### src/rtl/pwm_multi_channel.sv
// pwm_multi_channel: NUM_CH-channel PWM, shared period/prescaler, shadowed duty committed at wrap
module pwm_multi_channel #(
  parameter int NUM_CH  = 16,
  parameter int CNT_W   = 8,
  parameter int PRESC_W = 8
) (
  input  logic                      clk,
  input  logic                      rst_n,
  input  logic [NUM_CH-1:0]         en_out,
  input  logic [NUM_CH-1:0]         en_pwm,
  input  logic [PRESC_W-1:0]        prescale,
  input  logic [CNT_W-1:0]          period,
  input  logic                      duty_wr_en,
  input  logic [$clog2(NUM_CH)-1:0] duty_wr_ch,
  input  logic [CNT_W-1:0]          duty_wr_data,
  output logic [NUM_CH-1:0]         out,
  output logic                      period_start
);
  localparam int CH_W = $clog2(NUM_CH);
  logic [PRESC_W-1:0] presc_cnt;
  logic [CNT_W-1:0]   cnt;
  logic [CNT_W-1:0]   shadow [NUM_CH];
  logic [CNT_W-1:0]   active [NUM_CH];
  logic               tick;
  logic               wrap;
  logic               wr_ok;
  logic [NUM_CH-1:0]  wr_sel;
  logic [NUM_CH-1:0]  raw;
  // tick/wrap decode; comparisons use >= so lowering prescale/period takes effect next step
  always_comb begin
    tick  = presc_cnt >= prescale;
    wrap  = tick && (cnt >= period);
    wr_ok = duty_wr_en && (32'(duty_wr_ch) < 32'(NUM_CH));
    wr_sel = '0;
    raw    = '0;
    for (int i = 0; i < NUM_CH; i++) begin
      wr_sel[i] = wr_ok && (duty_wr_ch == CH_W'(i));
      raw[i]    = (active[i] == '1) || (cnt < active[i]);
    end
  end
  // prescaler: restart after reaching the divide value
  always_ff @(posedge clk or negedge rst_n) begin
    if (!rst_n) presc_cnt <= '0;
    else presc_cnt <= tick ? '0 : presc_cnt + PRESC_W'(1);
  end
  // period counter and registered wrap pulse
  always_ff @(posedge clk or negedge rst_n) begin
    if (!rst_n) begin
      cnt          <= '0;
      period_start <= 1'b0;
    end else begin
      period_start <= wrap;
      if (tick) cnt <= wrap ? '0 : cnt + CNT_W'(1);
    end
  end
  // duty shadows take writes; actives reload at wrap, with a coincident write bypassing the shadow
  always_ff @(posedge clk or negedge rst_n) begin
    if (!rst_n) begin
      for (int i = 0; i < NUM_CH; i++) begin
        shadow[i] <= '0;
        active[i] <= '0;
      end
    end else begin
      for (int i = 0; i < NUM_CH; i++) begin
        if (wr_sel[i]) shadow[i] <= duty_wr_data;
        if (wrap) active[i] <= wr_sel[i] ? duty_wr_data : shadow[i];
      end
    end
  end
  // registered outputs: disabled -> low, static mode -> high, else PWM compare
  always_ff @(posedge clk or negedge rst_n) begin
    if (!rst_n) out <= '0;
    else out <= en_out & ((en_pwm & raw) | ~en_pwm);
  end
endmodule

### config.mk
export PLATFORM = sky130hd
export DESIGN_NAME = pwm_multi_channel
export DESIGN_NICKNAME = d
export VERILOG_FILES = /design/src/rtl/pwm_multi_channel.sv
export SDC_FILE = /design/constraint.sdc
export NUM_CORES = 1
export LEC_CHECK = 0
export ABC_AREA = 1
export CAP_MARGIN = 20
export CELL_PAD_IN_SITES_DETAIL_PLACEMENT = 0
export CELL_PAD_IN_SITES_GLOBAL_PLACEMENT = 1
export CORE_ASPECT_RATIO = 0.6
export CORE_UTILIZATION = 50
export CTS_BUF_LIST = sky130_fd_sc_hd__clkbuf_4
export CTS_CLUSTER_DIAMETER = 80
export DETAILED_ROUTE_END_ITERATION = 6
export GPL_ROUTABILITY_DRIVEN = 0
export PLACE_DENSITY = 0.92
export SYNTH_ARGS = -nofsm -noshare
export SYNTH_HDL_FRONTEND = slang
export SYNTH_SLANG_ARGS = --single-unit
### constraint.sdc
create_clock -name clk -period 4.05 [get_ports clk]
set_input_delay 0.405 -clock clk [delete_from_list [all_inputs] [get_ports clk]]
set_output_delay 0.405 -clock clk [all_outputs]
set_load 0.02 [all_outputs]
==> results of run 1 <==
[where the power goes]
group	switching (mW)	total (mW)	internal, mW
sequential	0.251	3.64	3.39
clock	1.18	2.26	1.08
combinational	1.55	2.42	0.876
[layer usage]
metal	routed length, um	vias up
met5	0	-
met4	616	0
met3	2120	56
met2	15800	292
met1	19200	5739
li1	-	5979
[registers in the layout, indices dropped and copies added, names as in the netlist]
| signal | count |
|---|---|
| active | 128 |
| period_start | 1 |
| shadow | 128 |
| cnt | 8 |
| presc_cnt | 8 |
| out | 16 |
[layout make-up]
type | count | area [um2]
flip-flops and latches | 289 | 7230
fillers | 2661 | 12200
multi-input cells | 1232 | 6560
inverters | 193 | 724
repair buffers | 97 | 983
well taps | 400 | 500
clock inverters | 12 | 45.0
diodes | 1 | 2.50
clock buffers | 96 | 721
[through the flow]
| stage | worst slack, ps | instances |
|---|---|---|
| 3_5_place_dp | 1080 | 2210 |
| 4_1_cts | 1350 | 2319 |
| 6_report | 1310 | 2320 |
| 3_3_place_gp | 1170 | 2210 |
| 5_1_grt | 1160 | 2320 |
| 2_1_floorplan | 2020 | 1783 |
[worst register-to-register path, stage by stage (launching register included)]
cell and delay (ps):
dfrtp_1 360, buf_4 280, ha_1 380, nand2_1 60, inv_1 70, nand4_1 190, nand3_4 280, buf_4 710
nand3_1 220, nand2_1 110
[placed cells by master, fill, tap and decap left out, drive strengths merged, types with 3 or more instances in the layout]
cell,n
nand2,634
dfrtp,289
inv,191
nand3,148
ha,130
o21ai,128
clkbuf,96
clkdlybuf4s50,78
a21oi,53
nor2,43
nand4,36
o21a,33
buf,18
a21boi,16
clkinv,14
xor2,5
nor3,3
[cell families (layout without fill, tap and decap cells)]
kind of cell,count (synthesis),count (layout)
AOI/OAI and AO/OA,231,231
xor gates and xnor gates,6,6
other,0,1
buffers and inverters,262,398
and+or+nand+nor,865,865
DFF,289,289
adders and majority gates,130,130
[worst max path at each step]
stage | slack [ps] | start | depth (start not counted) | endpoint
floorplan | 2020 | cnt[5]$_DFFE_PN0N_ | 10 | active[117]$_DFFE_PN0P_
global placement | 1170 | period[7] | 10 | active[72]$_DFFE_PN0P_
detailed placement | 1080 | period[7] | 10 | active[22]$_DFFE_PN0P_
CTS | 1350 | cnt[3]$_DFFE_PN0N_ | 9 | active[22]$_DFFE_PN0P_
global route | 1160 | cnt[3]$_DFFE_PN0N_ | 9 | active[23]$_DFFE_PN0P_
finish | 1310 | cnt[3]$_DFFE_PN0N_ | 9 | active[63]$_DFFE_PN0P_
[timing repair]
item	CTS	global route
hold buffers	1	0
resized for setup	0	0
endpoints found under the setup margin	0	0
endpoints found under the hold margin	105	0
==> metrics.md, run 1 <==
| Metric | Value |
|---|---|
| Flop-to-flop setup slack | 1310 ps |
| Die Ht | approximately 140 um |
| Vias per inst | 5.20 |
| Pre-antenna DRT Iters | 7 |
| Total congestion overflow | 0 |
| H-tree levels | 3 |
| Port Buffers | approximately 80 |
| Most numerous cell in the Yosys netlist | nand2_1 |
| Root buffer cell | clkbuf_4 |
| Remaining antenna violation count | 0 |
| Number of register bits inferred by synthesis | 289 |
| Floorplan core area | between 20000 and 30000 um2 |
| Sequential share of the synthesized area | 0.488 |
| Clock-pin slew on the worst setup and hold paths | 70 ps |
| Hold depth | 2 |
| Post-synthesis mux area share | 0 |
| Status | complete, no violations |
| Ys Warns | 0 |
| Grt met1 use | 0.401 |
| Mapped Area | around 15000 um2 |
| Final wirelength | 37800 um |
| Final setup fails | 0 |
| Mapped Cells | roughly 1800 |
| Worst Min Path Start | en_out[12] |
| Critical Path RT | 4690 ps |
| # nets final | around 2100 |
| Syn avg cell area | 8.32 um2 |
| Max Clock Skew | about 27 ps |
| Syn nets | 1976 |
| Dpl hpwl | approximately 24000 um |
| CP Buf/Inv Count | 3 |
| Post-synth ARST share | 1.00 |
| Area growth syn-to-layout | 13.0% |
| Vias in the first global route | between 10000 and 15000 |
| Largest fanout on the critical path | between 70 and 80 |
| R2R depth | 9 |
| Synth Area in Adders | 0.110 |
| Worst-margin pin slew | 898 ps |
| Worst R2R Start | cnt[3]$_DFFE_PN0N_ |
| Final Cycle Share | 0.675 |
| Area leader, netlist | dfrtp_1 |
| Largest cells by area after synthesis | dfrtp_1 49%, nand2_1 16%, ha_1 11% |
| Critical Path End Type | register |
| Tmin final | 2740 ps |
| FP Rows | 48 |
| Pins over their slew limit | 0 |
| Slowest CP cell | buf_4 |
| Main combinational cell family by area after synthesis | simple AND/OR/NAND/NOR gates |
| Simple-gate area share of the yosys netlist | 0.239 |
| Worst ir drop on vdd | approximately 0.25 mV |
| Post-DR wirelength/cell | 16.3 um |
| Xor/xnor cell area share of the yosys netlist | 0.00354 |
| Setup Buffers After CTS | 0 |
| Setup TNS | 0 ps |
| Cell area after placement | 16000 um2 |
| Clock buffer count from CTS | 70 |
| Worst-path cell chain | buf_4 -> ha_1 -> nand2_1 -> inv_1 -> nand4_1 -> nand3_4 -> buf_4 -> nand3_1 -> nand2_1 |
| Delay-heaviest family, CP | buffers and inverters |
| Post-synthesis compound-gate area fraction | 0.0879 |
| TritonCTS clock tree | yes |
| Remaining DRCs | 0 |
| Met3 usage | 0.0505 |
| Largest net degree at the start of global routing | approximately 110 |
| Pwr/cell area | about 500 nW/um2 |
| Busiest grt layer | met1 |
| RSZ-0062 raised after global routing | false |
| Full die area | 30400 um2 |
| Die width | ~220 um |
| Number of clock sinks | 289 |
| Post-synth EDFFs | 0 |
| Hold path endpoint | out[12]$_DFF_PN0_ |
| Hold WS | around 220 ps |
| Final Hold Fails | 0 |
| CP startpoint kind | register |
| Max incr delay on CP | roughly 700 ps |
| Synth unique cells | 26 |
| Starting density of the core | 0.512 |
| F_max | approximately 0.37 GHz |
| Met2 Use GR | 0.382 |
| First-pass GRT wire length | 62400 um |
| Cell area after layout | around 17000 um2 |
| Total GRT Usage | 0.263 |
| Initial DRC count | roughly 1100 |
| RR Endpoint | active[63]$_DFFE_PN0P_ |
| Top_reg_cell synth | dfrtp_1 |
| Layout cells sized above 1 | 0.0672 |
| LEAKAGE | just under 9 nW |
| Initial antenna violation count | 2 |
| Hold crit path type | in -> reg |
| Slew margin rel. | 0.401 |
| Max-Cap Viols | 0 |
| Power Total | 8.32 mW |
| Worst-skew pair later-pin latency | around 730 ps |
| # IOs | 80 |
| Worst EP arrival | approximately 3400 ps |
| Fin util | 0.579 |
| Commonest cells in the netlist | 632 x nand2_1, 289 x dfrtp_1, 188 x inv_1 |
| Critical path type | reg -> reg |
| Clk buf depth | 3 |
| Synth top area share | 0.488 |
| Vias | 12100 |
Power figures use the tool's default switching activity.
==> inputs of run 2 (changes only) <==
--- a/config.mk
+++ b/config.mk
@@ -10,12 +10,12 @@
 export CELL_PAD_IN_SITES_DETAIL_PLACEMENT = 0
 export CELL_PAD_IN_SITES_GLOBAL_PLACEMENT = 1
 export CORE_ASPECT_RATIO = 0.6
-export CORE_UTILIZATION = 50
+export CORE_UTILIZATION = 43
 export CTS_BUF_LIST = sky130_fd_sc_hd__clkbuf_4
 export CTS_CLUSTER_DIAMETER = 80
 export DETAILED_ROUTE_END_ITERATION = 6
 export GPL_ROUTABILITY_DRIVEN = 0
-export PLACE_DENSITY = 0.92
+export PLACE_DENSITY = 0.85
 export SYNTH_ARGS = -nofsm -noshare
 export SYNTH_HDL_FRONTEND = slang
 export SYNTH_SLANG_ARGS = --single-unit
==> constraint.sdc (replaced) <==
create_clock -name clk -period 2.35 [get_ports clk]
set_input_delay 0.235 -clock clk [delete_from_list [all_inputs] [get_ports clk]]
set_output_delay 0.235 -clock clk [all_outputs]
set_load 0.02 [all_outputs]
==> run 2 against run 1 <==
  * Sequential cell count stayed put
  * Clock skew is 4.8 ps higher
  * Core utilization shrank 6.4 points
  * Combinational power is 77% higher
  * Largest power group unchanged
  * Largest cell class unchanged
  * Power rose by 76%
  * First-iteration DRC count decreased by 15%
==> metrics.md, run 2 (synthesis results as in run 1) <==
| Metric | Value |
|---|---|
| Dpl hpwl | around 25000 um |
| Clock buffer count from CTS | between 70 and 80 |
| Vias in the first global route | 11800 |
| TritonCTS clock tree | yes |
| Hold path endpoint | out[11]$_DFF_PN0_ |
| Grt met1 use | 0.334 |
| Initial DRC count | 905 |
| Starting density of the core | 0.438 |
| Vias | roughly 12000 |
| Met2 Use GR | 0.328 |
| Worst-path cell chain | clkdlybuf4s50_1 |
| Busiest grt layer | met1 |
| Hold crit path type | in -> reg |
| Critical Path RT | ~2100 ps |
| Final Hold Fails | 0 |
| Placed Cells | 2317 |
| CP Buf/Inv Count | 1 |
| Total GRT Usage | 0.226 |
| Flop-to-flop setup slack | 410 ps |
| Fin cells | 2443 |
| First-pass GRT wire length | 62900 um |
| CP startpoint kind | register |
| Most frequent cells in the layout | 630 x nand2_1, 289 x dfrtp_1, 188 x inv_1 |
| Tmin final | 1960 ps |
| Final setup fails | 0 |
| Max-Cap Viols | 0 |
| Number of filler cells placed in the layout | roughly 3200 |
| Final wirelength | a little under 40000 um |
| Slew margin rel. | 0.628 |
| Max incr delay on CP | around 630 ps |
| Remaining DRCs | 0 |
| Full die area | 35300 um2 |
| LEAKAGE | just over 9 nW |
| Hold depth | 2 |
| Die Ht | roughly 150 um |
| Floorplan core area | about 34000 um2 |
| H-tree levels | 3 |
| FP Rows | 52 |
| Cell area after placement | between 15000 and 20000 um2 |
| F_max | about 0.5 GHz |
| Worst R2R Start | cnt[7]$_DFFE_PN0N_ |
| Most common cell after layout, fill and taps aside | nand2_1 |
| Final Cycle Share | 0.835 |
| Largest net degree at the start of global routing | 73 |
| Number of clock sinks | 289 |
| Worst ir drop on vdd | about 0.32 mV |
| RR Endpoint | out[8]$_DFF_PN0_ |
| Port Buffers | 79 |
| Top Registers | active x128, shadow x128, out x16 |
| Hold WS | between 40 and 50 ps |
| Worst Min Path Start | en_out[11] |
| Delay-heaviest family, CP | buffers and inverters |
| Critical path type | reg -> out |
| Clock-pin slew on the worst setup and hold paths | about 70 ps |
| Worst EP arrival | 1730 ps |
| Pre-CTS setup slack | between 100 and 150 ps |
| Cell area after layout | between 15000 and 20000 um2 |
| Status | complete, no violations |
| Worst-margin pin slew | between 500 and 600 ps |
| Die width | between 200 and 250 um |
| Worst-skew pair later-pin latency | between 700 and 800 ps |
| # nets final | 2135 |
| Pins over their slew limit | 0 |
| Max Clock Skew | ~32 ps |
| Post-route setup slack | slightly below 400 ps |
| Critical Path End Type | primary output |
| Setup TNS | 0 ps |
| Remaining antenna violation count | 0 |
| Slowest CP cell | clkdlybuf4s50_1 |
| Multi-input logic area | ~6600 um2 |
| Register area | between 7000 and 8000 um2 |
| Pre-antenna DRT Iters | 5 |
| Area growth syn-to-layout | 17.6% |
| Post-DR wirelength/cell | roughly 16 um |
| Clk buf depth | 3 |
| R2R depth | 6 |
| Vias per inst | around 5 |
| Root buffer cell | clkbuf_4 |
| # IOs | 80 |
| Initial antenna violation count | 3 |
| Largest fanout on the critical path | 1 |
| Total congestion overflow | 0 |
| Pwr/cell area | ~840 nW/um2 |
| Met3 usage | 0.0500 |
| RSZ-0062 raised after global routing | false |
| Layout cells sized above 1 | 0.0943 |
[run 2: cell count changes in the layout (fill, tap and decap cells not counted)]
cell and delta:
dlygate4sd3_1 +8, buf_4 +40, clkbuf_4 +8, inv_2 +2, buf_12 +8, clkinv_1 -2
[run 2: what timing repair did]
| action | CTS | global route |
|---|---|---|
| endpoints found under the hold margin | 276 | 0 |
| hold buffers | 9 | 0 |
| gates resized for setup | 0 | 0 |
| buffers inserted | 0 | 0 |
[run 2: final cells by class]
| type | count | area share |
|---|---|---|
| flip-flops and latches | 289 | 0.415 |
| multi-input cells | 1232 | 0.376 |
| repair buffers | 153 | 0.0874 |
| clock buffers | 104 | 0.0448 |
| inverters | 193 | 0.0415 |
| well taps | 459 | 0.0329 |
| clock inverters | 12 | 0.00258 |
| diodes | 1 | 0.000143 |
[run 2: worst max path at each step]
| stage | from | endpoint | slack, ps | depth (start not counted) |
|---|---|---|---|---|
| after global placement | period[7] | active[97]$_DFFE_PN0P_ | 110 | 10 |
| after floorplan | cnt[5]$_DFFE_PN0N_ | active[117]$_DFFE_PN0P_ | 320 | 10 |
| after detailed placement | period[5] | active[20]$_DFFE_PN0P_ | 100 | 11 |
| after CTS | out[14]$_DFF_PN0_ | out[14] | 330 | 1 |
| after global routing | cnt[7]$_DFFE_PN0N_ | active[23]$_DFFE_PN0P_ | 270 | 8 |
| final | out[14]$_DFF_PN0_ | out[14] | 390 | 1 |
[run 2: stage by stage]
step | util | power, mW
after CTS | 0.515 | 14.8
final | 0.515 | 14.6
after detailed placement | 0.488 | 10.6
after floorplan | - | 9.02
after global placement | 0.488 | 10.5
after global routing | 0.515 | 15.7
[run 2: layer usage]
metal / vias up / part of all wire
met2: 315 / 0.42
met5: - / 0
met4: 0 / 0.023
met3: 71 / 0.069
li1: 6105 / -
met1: 5678 / 0.49
[run 2: where the power goes]
| part | total, mW | leakage (nW) | switching (mW) | internal [mW] |
|---|---|---|---|---|
| clock network | 4.07 | 0.503 | 2.06 | 2.01 |
| logic | 4.28 | 4.83 | 2.63 | 1.65 |
| registers | 6.27 | 3.83 | 0.425 | 5.84 |
| total | 14.6 | 9.16 | 5.12 | 9.50 |
